`src/rtl/mem_lsu_pkg.sv`:
```
// Shared types and helpers for the MEM-stage load/store unit.
// Access size is taken from funct3[1:0]: bit 1 set = word, else bit 0 set = half, else byte.
package mem_lsu_pkg;

    typedef enum logic {
        IDLE,
        BUSY
    } lsu_state_e;

    localparam logic [2:0] F3_B  = 3'b000;
    localparam logic [2:0] F3_H  = 3'b001;
    localparam logic [2:0] F3_W  = 3'b010;
    localparam logic [2:0] F3_BU = 3'b100;
    localparam logic [2:0] F3_HU = 3'b101;

    localparam logic [3:0] STRB_B = 4'b0001;
    localparam logic [3:0] STRB_H = 4'b0011;
    localparam logic [3:0] STRB_W = 4'b1111;

    function automatic logic [31:0] replicate_store(input logic [2:0] funct3,
                                                    input logic [31:0] data);
        logic [31:0] res;
        if (funct3[1]) begin
            res = data;
        end else if (funct3[0]) begin
            res = {2{data[15:0]}};
        end else begin
            res = {4{data[7:0]}};
        end
        return res;
    endfunction

    function automatic logic [3:0] size_strb(input logic [2:0] funct3);
        logic [3:0] res;
        if (funct3[1]) begin
            res = STRB_W;
        end else if (funct3[0]) begin
            res = STRB_H;
        end else begin
            res = STRB_B;
        end
        return res;
    endfunction

endpackage

```
`src/rtl/mem_stage_lsu_if.sv`:
```
// Data-memory request/response bus between the LSU (master) and the memory (slave).
interface mem_stage_lsu_if;
    logic        req;
    logic        we;
    logic [31:0] addr;
    logic [31:0] wdata;
    logic [3:0]  wstrb;
    logic        ready;
    logic [31:0] rdata;

    modport master (
        output req, we, addr, wdata, wstrb,
        input  ready, rdata
    );

    modport slave (
        input  req, we, addr, wdata, wstrb,
        output ready, rdata
    );
endinterface

```
`src/rtl/lsu_load_align.sv`:
```
// Combinational load formatter: lane extract from the read word plus sign/zero extension.
module lsu_load_align
    import mem_lsu_pkg::*;
(
    input  logic [31:0] rdata,
    input  logic [1:0]  addr_lo,
    input  logic [2:0]  funct3,
    output logic [31:0] load_data
);

    logic [7:0]  byte_v;
    logic [15:0] half_v;

    always_comb begin
        byte_v = rdata[{addr_lo, 3'b000} +: 8];
        half_v = addr_lo[1] ? rdata[31:16] : rdata[15:0];
        case (funct3)
            F3_B:    load_data = {{24{byte_v[7]}}, byte_v};
            F3_BU:   load_data = {24'h0, byte_v};
            F3_H:    load_data = {{16{half_v[15]}}, half_v};
            F3_HU:   load_data = {16'h0, half_v};
            default: load_data = rdata;
        endcase
    end

endmodule

```
`src/rtl/mem_stage_lsu.sv`:
```
// MEM-stage load/store unit: one dmem access per instruction, stalls the pipe until done/timeout.
// Optional macro LSU_MISALIGN_TRAP_EN rejects misaligned accesses instead of truncating the address.
module mem_stage_lsu
    import mem_lsu_pkg::*;
#(
    parameter int unsigned TIMEOUT_CYCLES = 16
) (
    input  logic                   clk,
    input  logic                   reset,
    input  logic                   valid_in,
    input  logic                   mem_read_in,
    input  logic                   mem_write_in,
    input  logic [2:0]             funct3_in,
    input  logic [31:0]            addr_in,
    input  logic [31:0]            store_data_in,
    mem_stage_lsu_if.master        dmem,
    output logic [31:0]            load_data_out,
    output logic                   stall_out,
    output logic                   bus_err_out,
    output logic                   misalign_out
);

    localparam int unsigned CntW = (TIMEOUT_CYCLES > 1) ? $clog2(TIMEOUT_CYCLES) : 1;
    localparam logic [CntW-1:0] CntTerm = CntW'(TIMEOUT_CYCLES - 1);

    lsu_state_e state_q, state_d;

    logic [CntW-1:0] cnt_q;
    logic [31:0]     addr_q;
    logic [31:0]     wdata_q;
    logic [3:0]      strb_q;
    logic [2:0]      funct3_q;
    logic            we_q;

    logic        is_mem;
    logic        misaligned;
    logic        access;
    logic        cnt_term;
    logic [1:0]  addr_lo;
    logic [3:0]  strb_next;
    logic [31:0] aligned_load;

    assign is_mem   = valid_in & (mem_read_in | mem_write_in);
    assign access   = is_mem & ~misaligned;
    assign cnt_term = (cnt_q == CntTerm);

    always_comb begin
        addr_lo = addr_in[1:0];
`ifdef LSU_MISALIGN_TRAP_EN
        misaligned = (funct3_in[1] && (addr_in[1:0] != 2'b00)) ||
                     (!funct3_in[1] && funct3_in[0] && addr_in[0]);
`else
        misaligned = 1'b0;
        // Without the trap, misaligned low bits are silently dropped.
        if (funct3_in[1]) begin
            addr_lo = 2'b00;
        end else if (funct3_in[0]) begin
            addr_lo[0] = 1'b0;
        end
`endif
        strb_next = size_strb(funct3_in) << addr_lo;
    end

    always_ff @(posedge clk) begin
        if (reset) begin
            state_q <= IDLE;
        end else begin
            state_q <= state_d;
        end
    end

    always_comb begin
        state_d = state_q;
        case (state_q)
            IDLE: begin
                if (access) begin
                    state_d = BUSY;
                end
            end
            BUSY: begin
                if (dmem.ready || cnt_term) begin
                    state_d = IDLE;
                end
            end
            default: state_d = IDLE;
        endcase
    end

    always_ff @(posedge clk) begin
        if (reset) begin
            cnt_q    <= '0;
            addr_q   <= '0;
            wdata_q  <= '0;
            strb_q   <= '0;
            funct3_q <= '0;
            we_q     <= 1'b0;
        end else if (state_q == IDLE && access) begin
            cnt_q    <= '0;
            addr_q   <= {addr_in[31:2], addr_lo};
            wdata_q  <= replicate_store(funct3_in, store_data_in);
            strb_q   <= mem_write_in ? strb_next : 4'b0000;
            funct3_q <= funct3_in;
            we_q     <= mem_write_in;
        end else if (state_q == BUSY && !dmem.ready && !cnt_term) begin
            cnt_q <= cnt_q + CntW'(1);
        end
    end

    lsu_load_align u_load_align (
        .rdata     (dmem.rdata),
        .addr_lo   (addr_q[1:0]),
        .funct3    (funct3_q),
        .load_data (aligned_load)
    );

    // Reset forces every output low, so an abandoned access cannot pulse bus_err_out.
    always_comb begin
        dmem.req      = 1'b0;
        dmem.we       = 1'b0;
        dmem.addr     = '0;
        dmem.wdata    = '0;
        dmem.wstrb    = '0;
        load_data_out = '0;
        stall_out     = 1'b0;
        bus_err_out   = 1'b0;
        misalign_out  = 1'b0;
        if (!reset) begin
            case (state_q)
                IDLE: begin
                    stall_out    = access;
                    misalign_out = is_mem & misaligned;
                end
                BUSY: begin
                    dmem.req   = 1'b1;
                    dmem.we    = we_q;
                    dmem.addr  = {addr_q[31:2], 2'b00};
                    dmem.wdata = wdata_q;
                    dmem.wstrb = strb_q;
                    if (dmem.ready) begin
                        if (!we_q) begin
                            load_data_out = aligned_load;
                        end
                    end else if (cnt_term) begin
                        bus_err_out = 1'b1;
                    end else begin
                        stall_out = 1'b1;
                    end
                end
                default: ;
            endcase
        end
    end

endmodule
```
`src/flat_wrapper.sv`:
```
// flat-port wrapper written by rule: the top's interface ports become plain ports
module mem_stage_lsu_flat import mem_lsu_pkg::*;
#(
    parameter int unsigned TIMEOUT_CYCLES = 16
)
  (clk, reset, valid_in, mem_read_in, mem_write_in, funct3_in, addr_in, store_data_in, load_data_out, stall_out, bus_err_out, misalign_out, dmem_req, dmem_we, dmem_addr, dmem_wdata, dmem_wstrb, dmem_ready, dmem_rdata);
  mem_stage_lsu_if dmem_i ();
  input  logic clk;
  input  logic reset;
  input  logic valid_in;
  input  logic mem_read_in;
  input  logic mem_write_in;
  input  logic [2:0] funct3_in;
  input  logic [31:0] addr_in;
  input  logic [31:0] store_data_in;
  output logic [31:0] load_data_out;
  output logic stall_out;
  output logic bus_err_out;
  output logic misalign_out;
  output wire logic [$bits(dmem_i.req)-1:0] dmem_req;
  output wire logic [$bits(dmem_i.we)-1:0] dmem_we;
  output wire logic [$bits(dmem_i.addr)-1:0] dmem_addr;
  output wire logic [$bits(dmem_i.wdata)-1:0] dmem_wdata;
  output wire logic [$bits(dmem_i.wstrb)-1:0] dmem_wstrb;
  input wire logic [$bits(dmem_i.ready)-1:0] dmem_ready;
  input wire logic [$bits(dmem_i.rdata)-1:0] dmem_rdata;
  assign dmem_req = dmem_i.req;
  assign dmem_we = dmem_i.we;
  assign dmem_addr = dmem_i.addr;
  assign dmem_wdata = dmem_i.wdata;
  assign dmem_wstrb = dmem_i.wstrb;
  assign dmem_i.ready = dmem_ready;
  assign dmem_i.rdata = dmem_rdata;
  mem_stage_lsu #(.TIMEOUT_CYCLES(TIMEOUT_CYCLES)) u_core (.clk(clk), .reset(reset), .valid_in(valid_in), .mem_read_in(mem_read_in), .mem_write_in(mem_write_in), .funct3_in(funct3_in), .addr_in(addr_in), .store_data_in(store_data_in), .dmem(dmem_i), .load_data_out(load_data_out), .stall_out(stall_out), .bus_err_out(bus_err_out), .misalign_out(misalign_out));
endmodule
```
`config.mk`:
```
export PLATFORM = sky130hd
export DESIGN_NAME = mem_stage_lsu_flat
export DESIGN_NICKNAME = d
export VERILOG_FILES = /design/src/rtl/mem_lsu_pkg.sv /design/src/rtl/mem_stage_lsu_if.sv /design/src/rtl/lsu_load_align.sv /design/src/rtl/mem_stage_lsu.sv /design/src/flat_wrapper.sv
export SDC_FILE = /design/constraint.sdc
export NUM_CORES = 1
export LEC_CHECK = 0
export ABC_AREA = 1
export CORE_ASPECT_RATIO = 1.4
export CORE_UTILIZATION = 38
export DETAILED_ROUTE_END_ITERATION = 16
export PLACE_DENSITY_LB_ADDON = 0.05
export SLEW_MARGIN = 20
export SYNTH_ARGS = -nofsm -noshare
export SYNTH_HDL_FRONTEND = slang
export SYNTH_SLANG_ARGS = --single-unit
```
`constraint.sdc`:
```
create_clock -name clk -period 1.45 [get_ports clk]
set_clock_uncertainty 0.15 [all_clocks]
set_input_delay 0.29 -clock clk [delete_from_list [all_inputs] [get_ports clk]]
set_output_delay 0.29 -clock clk [all_outputs]
set_load 0.02 [all_outputs]
```
# Word level (Yosys, flattened, before mapping)
# Index checks and enable logic that the tools add are counted.
# totals
n_memories,0
register_bits,77
input_bits,105
output_inout_bits,105
word_cells,60
mem_bits_rw,0
latchBits,0
mem_bits_ro,0
# op_classes
eq_ne,4
reduce_logical,8
n_shift,2
n_div,0
mux,35
magnitude_cmp,0
bitwise_logic,3
addsub,1
multipliers,0
# ops
op,count
32-bit two-way mux,10
32-bit one-hot mux with 4 select lines,1
32-bit by 6-bit variable part select with 8-bit output,1
1-bit two-way mux,16
16-bit two-way mux,1
4-bit two-way mux,4
3-bit equality test (second input constant),2
4-bit by 1-bit adder with 4-bit output (second input constant),1
4-bit equality test (second input constant),1
1-bit one-hot mux with 2 select lines,2
4-bit by 2-bit left shift with 4-bit output,1
3-bit by 1-bit equality test with 1-bit output (second input constant),1
1-bit logical AND,3
3-bit logical NOT,1
1-bit logical NOT,2
2-bit two-way mux,1
2-bit OR reduction,1
1-bit AND,1
1-bit logical OR,1
1-bit inverter,1
1-bit OR,1

# Depth between registers and ports, before layout
# depth
depth_word,6
depth_mapped,8
depth_no_buf,6

# Cells and area by module
# A second synthesis with hierarchy kept.
# unflattened
cells_unflattened,803
hier_area_um2,4763.3
# by_module_without_submodules
mod,cells_per_inst,instances,area_per_inst_um2,seq_area_each_um2
mem_stage_lsu,644,1,3951.3,1541.5
lsu_load_align,159,1,812.0,0.0

# Least setup slack after synthesis
# OpenSTA, ideal clock, no wires.
# synth_timing
kind,reg-to-output
start,reg u_core.state_q
end,out load_data_out[1]
path_buffers,2
arrival_ns,1.452
slack_ns,-0.442
path_stages_with_launch,9
required_time_ns,1.010
path_cell_list,dfxtp_1 > buf_6 > inv_4 > nor2_4 > nand2_2 > clkinv_1 > buf_2 > o21ai_0 > nor3_1
# synth_between
elab_chain_cells,2
# synth_rtl
element,line,text
from (decl),mem_stage_lsu.sv:26,"lsu_state_e state_q, state_d;"
from (signal assigned),mem_stage_lsu.sv:68,state_q <= state_d;
32-bit two-way mux,mem_stage_lsu.sv:128,case (state_q)
32-bit two-way mux,mem_stage_lsu.sv:127,if (!reset) begin
to (decl),flat_wrapper.sv:16,output logic [31:0] load_data_out;
# No other way between the ends.

# Final worst setup path
# layout_timing
start,reg u_core.addr_q[1]
end,out load_data_out[19]
# layout_between
elab_chain_cells,6
word_cells_on_any_way,7
classes_between,shift: 1; mux: 6
# layout_rtl
element,line,text
from (decl),mem_stage_lsu.sv:29,logic [31:0] addr_q;
from (signal assigned),mem_stage_lsu.sv:99,"addr_q <= {addr_in[31:2], addr_lo};"
32-bit by 6-bit variable part select with 8-bit output or 16-bit two-way mux (tied branches),"lsu_load_align.sv:15, lsu_load_align.sv:16",
32-bit one-hot mux with 4 select lines *,lsu_load_align.sv:17,case (funct3)
32-bit two-way mux *,mem_stage_lsu.sv:140,if (!we_q) begin
32-bit two-way mux *,mem_stage_lsu.sv:139,if (dmem.ready) begin
32-bit two-way mux *,mem_stage_lsu.sv:128,
32-bit two-way mux *,mem_stage_lsu.sv:127,
# Every way passes the cells marked *; elsewhere a longest branch is shown, timed or not.

==> out/metrics.yaml <==
cts_sinks: 77
wl_per_cell_um: 21.2
status: "complete, but fails checks"
ir_drop_uv: 715
hold_buffers: 0
fmax_mhz: 471
yosys-top-cells-area: "dfxtp_1 (34%), o21ai_0 (13%), nor2_1 (12%), nand2_1 (10%), a21oi_1 (8.7%)"
tightestPinTransition_ns: 0.695
ant_nets: 0
grt_max_degree: 72
p_per_area_mw_per_mm2: 739
grt_pass1_vias: 6349
yosys_register_bits: 77
swShare_pct: 33.7
grt_pass1_wl_um: 31000
synthFlopType: "dfxtp_1"
die_h_um: 130
fillers: 459
crit_path_start_kind: "flop"
syn_to_final_growth_pct: 129
syn_avg_cell_area_um2: 6.20
hold_class: "reg -> reg"
maxSlewViolCount: 0
grt_antenna_before_repair: 0
gp_congestion: 0.849
hpwlAfterDp_um: 11700
layout.nets: 1150
utilization_pct: 90.1
port_buffers: 206
cp_slowest_stage_delay_ns: 0.42
cp_max_fo: 6
path_clk_slew_ns: 0.06
core_region_area_mm2: 0.0114
grt.total_usage_pct: 32.6
synth_edf_count: 0
final_layout_size_suffix_gt1_share_pct: 51.7
async_reset_ff_share_pct: 0
drtPass1Iterations: 5
p_comb_share_pct: 39.3
critPathKind: "reg -> out"
fin_crit_sh_pct: 147
drtIter0Drc: 572
cts_tree: "yes"
slew_headroom_pct: 53.7
synth_commonest_cells: "nor2_1 (140), nand2_1 (119), o21ai_0 (119)"
remaining_drc_errors: 0
period_needed_ns: 2.12
clkLatencyLatePin_ns: 0.34
ys_types: 30
dieArea_mm2: 0.0122
yosysSeqAreaShare_pct: 34.4
fin_ws_ns: -0.675
cpMostUsedCell: "nand2_4"
slowest_stage: "dfxtp_4"
rows: 46
finalHoldViolations: 0
syn_inst: 722
rsz0062_at_grt: "yes"
seqPwrFrac_pct: 31.7
instances_no_fill: 1190
clkPwrFrac_pct: 29.0
power.switching_mw: 2.56
setup_violations: 179
p_int_mw: 5.03
via_count: 6808
yosysWarnings: 0
post-synth-top-area-cell: "dfxtp_1"
cts_buffers: 9
dp_cells: 1105
synth_top_area_share_pct: 34.4
crit_required_ns: 1.01
violations: "negative setup slack"
htreeDepth: 3
clock_path_buffers: 2
cts_root_buf: "clkbuf_16"
cellLeakagePower_nw: 4.15
n_antenna_cell: 0
drv_cap: 0
syn_area_mm2: 0.00448
crit_arrival_ns: 1.68
crit_chain: "inv_6 -> nand2_4 -> nand3_4 -> nand2_4 -> nand2_8 -> buf_16 -> a21oi_2 -> buf_4"
synth_most_common_cell: "nor2_1"
die_w_um: 93.8
grt.overflow.total: 0
pin_count: 210
viasPerCell: 5.72
finalWirelength_um: 25300
end_kind: "primary output"
initial_core_util_pct: 39.3
==> metrics by stage <==
stage	power, mW	worst slack (ns)	hold slack, ns	instance area, um^2	setup TNS (ns)
CTS	6.99	-0.597	0.314	9200	-64.83
global route	7.79	-0.694	0.378	10300	-72.43
global placement	4.09	-1.09	0.295	7580	-112.72
floorplan	3.36	-0.230	0.280	4940	-11.88
detailed placement	4.13	-1.12	0.305	7580	-115.17
finish	7.59	-0.675	0.351	10300	-66.14
==> what timing repair did <==
item / CTS / global route
endpoints found under the setup margin: 179 / 179
resized for setup: 759 / 249
gates cloned: 22 / 5
pin swaps: 41 / 32
buffers inserted: 31 / 24
==> critical path: cells and delay by family (launching register included) <==
family,cells,cell delay (ns)
DFF,1,0.42
AOI/OAI and AO/OA,1,0.14
and+or+nand+nor,4,0.38
buffers and inverters,3,0.40
==> cells by family after synthesis <==
family,count (synthesis),share of synthesized area [%]
flip-flops,77,34.4
buffers and inverters,136,13.9
adder cells (fa/ha/maj),1,0.279
AO/OA/AOI/OAI,215,25.0
AND/OR/NAND/NOR,292,26.3
other,1,0.0837
==> layout make-up <==
type                       count  area (um^2)  area share (%)
timing repair buffer         362         4240            41.3
multi-input combinational    511         3690            35.9
sequential                    77         1560            15.2
inverter                      83          332            3.23
clock buffer                  10          229            2.23
tap                          144          180            1.75
clock inverter                 3         40.0           0.390
==> flip-flops by register name, indices dropped and copies added, names as in the netlist <==
signal / flops
u_core.strb_q: 4
u_core.state_q: 1
u_core.funct3_q: 3
u_core.cnt_q: 4
u_core.addr_q: 32
u_core.we_q: 1
u_core.wdata_q: 32
==> routing by layer <==
metal,up-vias,GRT usage [%],part of all wire [%]
met5,-,0,0
met4,0,17.9,7.0
met3,159,7.41,8.0
met2,463,61.0,52
met1,3226,33.1,33
li1,2960,-,-
==> power by group through the flow <==
stage	clock network, mW	logic [mW]	registers [mW]
finish	2.20	2.98	2.40
global route	2.27	3.11	2.41
CTS	2.14	2.48	2.37
detailed placement	0	1.73	2.40
global placement	0	1.69	2.40
floorplan	0	0.979	2.38
==> path summary, 6_finish.rpt <==
kind,slack [ns],end,start,cells after the start
max,-0.67,load_data_out[19],u_core.addr_q[1]$_SDFFE_PP0P_,8
min,0.35,u_core.wdata_q[22]$_SDFFE_PP0P_,u_core.wdata_q[22]$_SDFFE_PP0P_,2
max reg2reg,-0.47,u_core.wdata_q[8]$_SDFFE_PP0P_,u_core.state_q$_SDFF_PP0_,11
min reg2reg,0.35,u_core.wdata_q[22]$_SDFFE_PP0P_,u_core.wdata_q[22]$_SDFFE_PP0P_,2
==> placed cells by master (no fill, tap or decap), drive strengths merged <==
cell / count
buf: 255
nor2: 143
nand2: 125
o21ai: 124
clkdlybuf4s50: 95
a21oi: 85
inv: 82
dfxtp: 77
nand3: 16
clkbuf: 14
dlygate4sd2: 7
nor3: 7
o22ai: 4
conb: 3
clkinv: 3
o211ai: 1
a211oi: 1
or2: 1
ha: 1
bufinv: 1
dlymetal6s2s: 1
No activity file was read; power rests on OpenSTA's default activity.
==> variant: new RTL, same settings <==
Register the output `bus_err_out`, without a reset; this adds one clock of latency there. The other outputs are not delayed to match.
--- a/src/rtl/mem_stage_lsu.sv
+++ b/src/rtl/mem_stage_lsu.sv
@@ -22,6 +22,8 @@
 
     localparam int unsigned CntW = (TIMEOUT_CYCLES > 1) ? $clog2(TIMEOUT_CYCLES) : 1;
     localparam logic [CntW-1:0] CntTerm = CntW'(TIMEOUT_CYCLES - 1);
+
+    logic bus_err_d;
 
     lsu_state_e state_q, state_d;
 
@@ -122,7 +124,7 @@
         dmem.wstrb    = '0;
         load_data_out = '0;
         stall_out     = 1'b0;
-        bus_err_out   = 1'b0;
+        bus_err_d     = 1'b0;
         misalign_out  = 1'b0;
         if (!reset) begin
             case (state_q)
@@ -141,7 +143,7 @@
                             load_data_out = aligned_load;
                         end
                     end else if (cnt_term) begin
-                        bus_err_out = 1'b1;
+                        bus_err_d = 1'b1;
                     end else begin
                         stall_out = 1'b1;
                     end
@@ -151,4 +153,8 @@
         end
     end
 
+    always_ff @(posedge clk) begin
+        bus_err_out <= bus_err_d;
+    end
+
 endmodule
Function: no difference found for any inputs over 4 cycles, from zero or initial values and one cycle with reset high; that may be too few to reach the edited logic, so the function may still have changed.
==> variant against the unedited design <==
- the run still ends with setup timing left
- synthesized cell count grew 1.2%
- design area shrank 5.2%
- cell count shrank 1.5%
- register-to-register slack gained 290 ps
- utilization shrank 5.5 points
- combinational power shrank 16%
- wire length shrank 21%
- synthesized area grew 1.4%
- worst setup slack gained 69 ps
- sequential cell count grew 1
- die area grew 1.4%
- largest cell class unchanged
- first-iteration DRC count shrank 48%
- power grew 0.35%
==> variant: results (changes against the unedited design) <==
Reg2reg end -> u_core.wdata_q[0]
R2R cell count -> 8 (-3)
Vias in the first global route -> 5499 (-13%)
Met3 usage -> 6.308% (-1.1 points)
Yosys warns -> 0 (unchanged)
Seq/Total Area, Yosys -> 34.38% (about the same)
Slew @ Worst Pin -> 542.5 ps (-152.3 ps)
Max Fanout on Critical Path -> 8 (+2)
Final setup fails -> 171 (-4.5%)
First-pass GRT wire length -> 26540 um (-14%)
Peak supply drop -> 0.6892 mV (-3.6%)
Commonest cells in the netlist -> 139 x nor2_1, 121 x nand2_1, 119 x o21ai_0
GRT busiest layer -> met2
Status -> finished, violations left
Vias per cell -> 5.212 (-8.9%)
Async S/R FF share, synth -> 0% (unchanged)
Crit Reg-Reg Startpoint -> u_core.state_q
Largest net degree at the start of global routing -> 73 (+1.4%)
Routability congestion estimate -> 0.8761 (+3.2%)
Netlist cell types -> 31 (+3.3%)
Top Registers -> u_core.addr_q x32, u_core.wdata_q x32
Critical Path AT -> 1620 ps (-60 ps)
Grt met1 use -> 31.11% (-2.0 points)
Hold Path Class -> in2reg
Global Route met2 Usage -> 46.98% (-14 points)
Hold Path Stages -> 3 (+1)
Final WL -> 20060 um (-21%)
Gate Count Post-Synth -> 731 (+1.2%)
Post-route setup slack -> -605.3 ps (+69.45 ps)
1st-iter DRT viols -> 296 (-48%)
Htree depth -> 3 (unchanged)
Dpl cells -> 1106 (+0.090%)
Synth Flop Type -> dfxtp_1
Max Buffers Root-to-Sink -> 2 (unchanged)
Wire per inst -> 17.11 um (-19%)
Hold endpoint -> u_core.bus_err_out
TNS Setup -> -57770 ps (+8371 ps)
Clock latency on the worst-skew pair -> 340 ps (about the same)
CTS buffer count -> 9 (unchanged)
Initial antenna violation count -> 1 (+1)
Failing checks -> setup timing
Dominant cells by area after synthesis -> dfxtp_1 34%, o21ai_0 13%, nor2_1 11%
Leakage -> 4.133 nW (-0.49%)
Share of cells above drive strength 1 -> 43.43% (-8.3 points)
Number of port buffers -> 206 (unchanged)
Flop2flop setup slack -> -180 ps (+290 ps)
Hold wc startpoint -> dmem_ready
Clk root buf -> clkbuf_16
DP HPWL -> 11310 um (-3.1%)
Clock-pin slew on the worst setup and hold paths -> 60 ps (about the same)
Total track usage -> 26.82% (-5.8 points)
Drt pass-1 iters -> 5 (unchanged)
==> variant: cell count changes after synthesis, moves of 2 or more <==
cell      before  now
a21oi_1       78   82
a21oi_2        6    2
nand3_1       14   18
nand2_2        5    2
nor2_2         0    3
inv_1         78   80
nand2_1      119  121
nand3b_1       0    2
nor3_1         7    5
==> variant: worst max path at each step <==
stage	slack, ps	cells after the start	from	endpoint
2_1_floorplan	-250	8	u_core.state_q	load_data_out[10]
3_3_place_gp	-1060	9	dmem_ready	load_data_out[6]
3_5_place_dp	-1130	9	dmem_ready	load_data_out[13]
4_1_cts	-570	8	u_core.addr_q[1]	load_data_out[19]
5_1_grt	-680	8	u_core.state_q	load_data_out[25]
6_report	-610	8	u_core.state_q	load_data_out[19]
==> variant: what timing repair did <==
action,in CTS,in global routing
hold buffers,0,0
pin swaps,21,60
setup endpoints to repair,179,173
hold endpoints to repair,0,0
buffers inserted,14,22
gates cloned,8,10
gates resized for setup,618,294
==> variant: stage by stage <==
step	hold slack [ps]	setup slack (ps)	cell area, um^2	util [%]
detailed placement	298.2	-1130	7559	65.66
CTS	239.9	-573.5	8253	71.70
floorplan	218.9	-249.7	4977	-
global placement	294.0	-1058	7559	65.66
finish	276.2	-605.3	9736	84.58
global route	284.1	-678.7	9736	84.58
==> variant: kinds of logic (layout without fill, tap and decap cells) <==
logic type / Yosys count / count (layout) / synth area share (%)
AOI/OAI and AO/OA: 213 / 213 / 24.05
and+or+nand+nor: 298 / 298 / 26.91
DFF: 78 / 78 / 34.38
adders and majority gates: 1 / 1 / 0.2754
buffers and inverters: 140 / 434 / 14.30
other: 1 / 4 / 0.08257
==> variant: layout make-up <==
class,count,area [um^2]
fillers,652,1775
clock inverters,6,117.6
inverters,85,346.6
clock buffers,10,239.0
multi-input cells,515,3522
well taps,144,180.2
repair buffers,333,3754
diodes,1,2.502
flip-flops and latches,78,1574
==> variant: layer usage <==
metal	vias to the layer above	wire length [um]
li1	2927	-
met1	2893	7523
met2	246	10590
met3	43	1366
met4	0	574
met5	-	0
==> variant: power breakdown <==
group	total (mW)	internal, mW	switching [mW]	leakage [nW]
Clock	2.68	1.74	0.941	0.171
Sequential	2.42	2.32	0.106	0.646
Combinational	2.51	1.18	1.32	3.32
Total	7.61	5.24	2.37	4.13
==> variant: critical path, stage by stage (launching register included) <==
cell and delay [ps]:
dfxtp_4 380, inv_8 40, nor2_4 130, nand2_4 90, inv_8 100, buf_12 150, o21ai_1 110, a21oi_4 140
buf_6 130
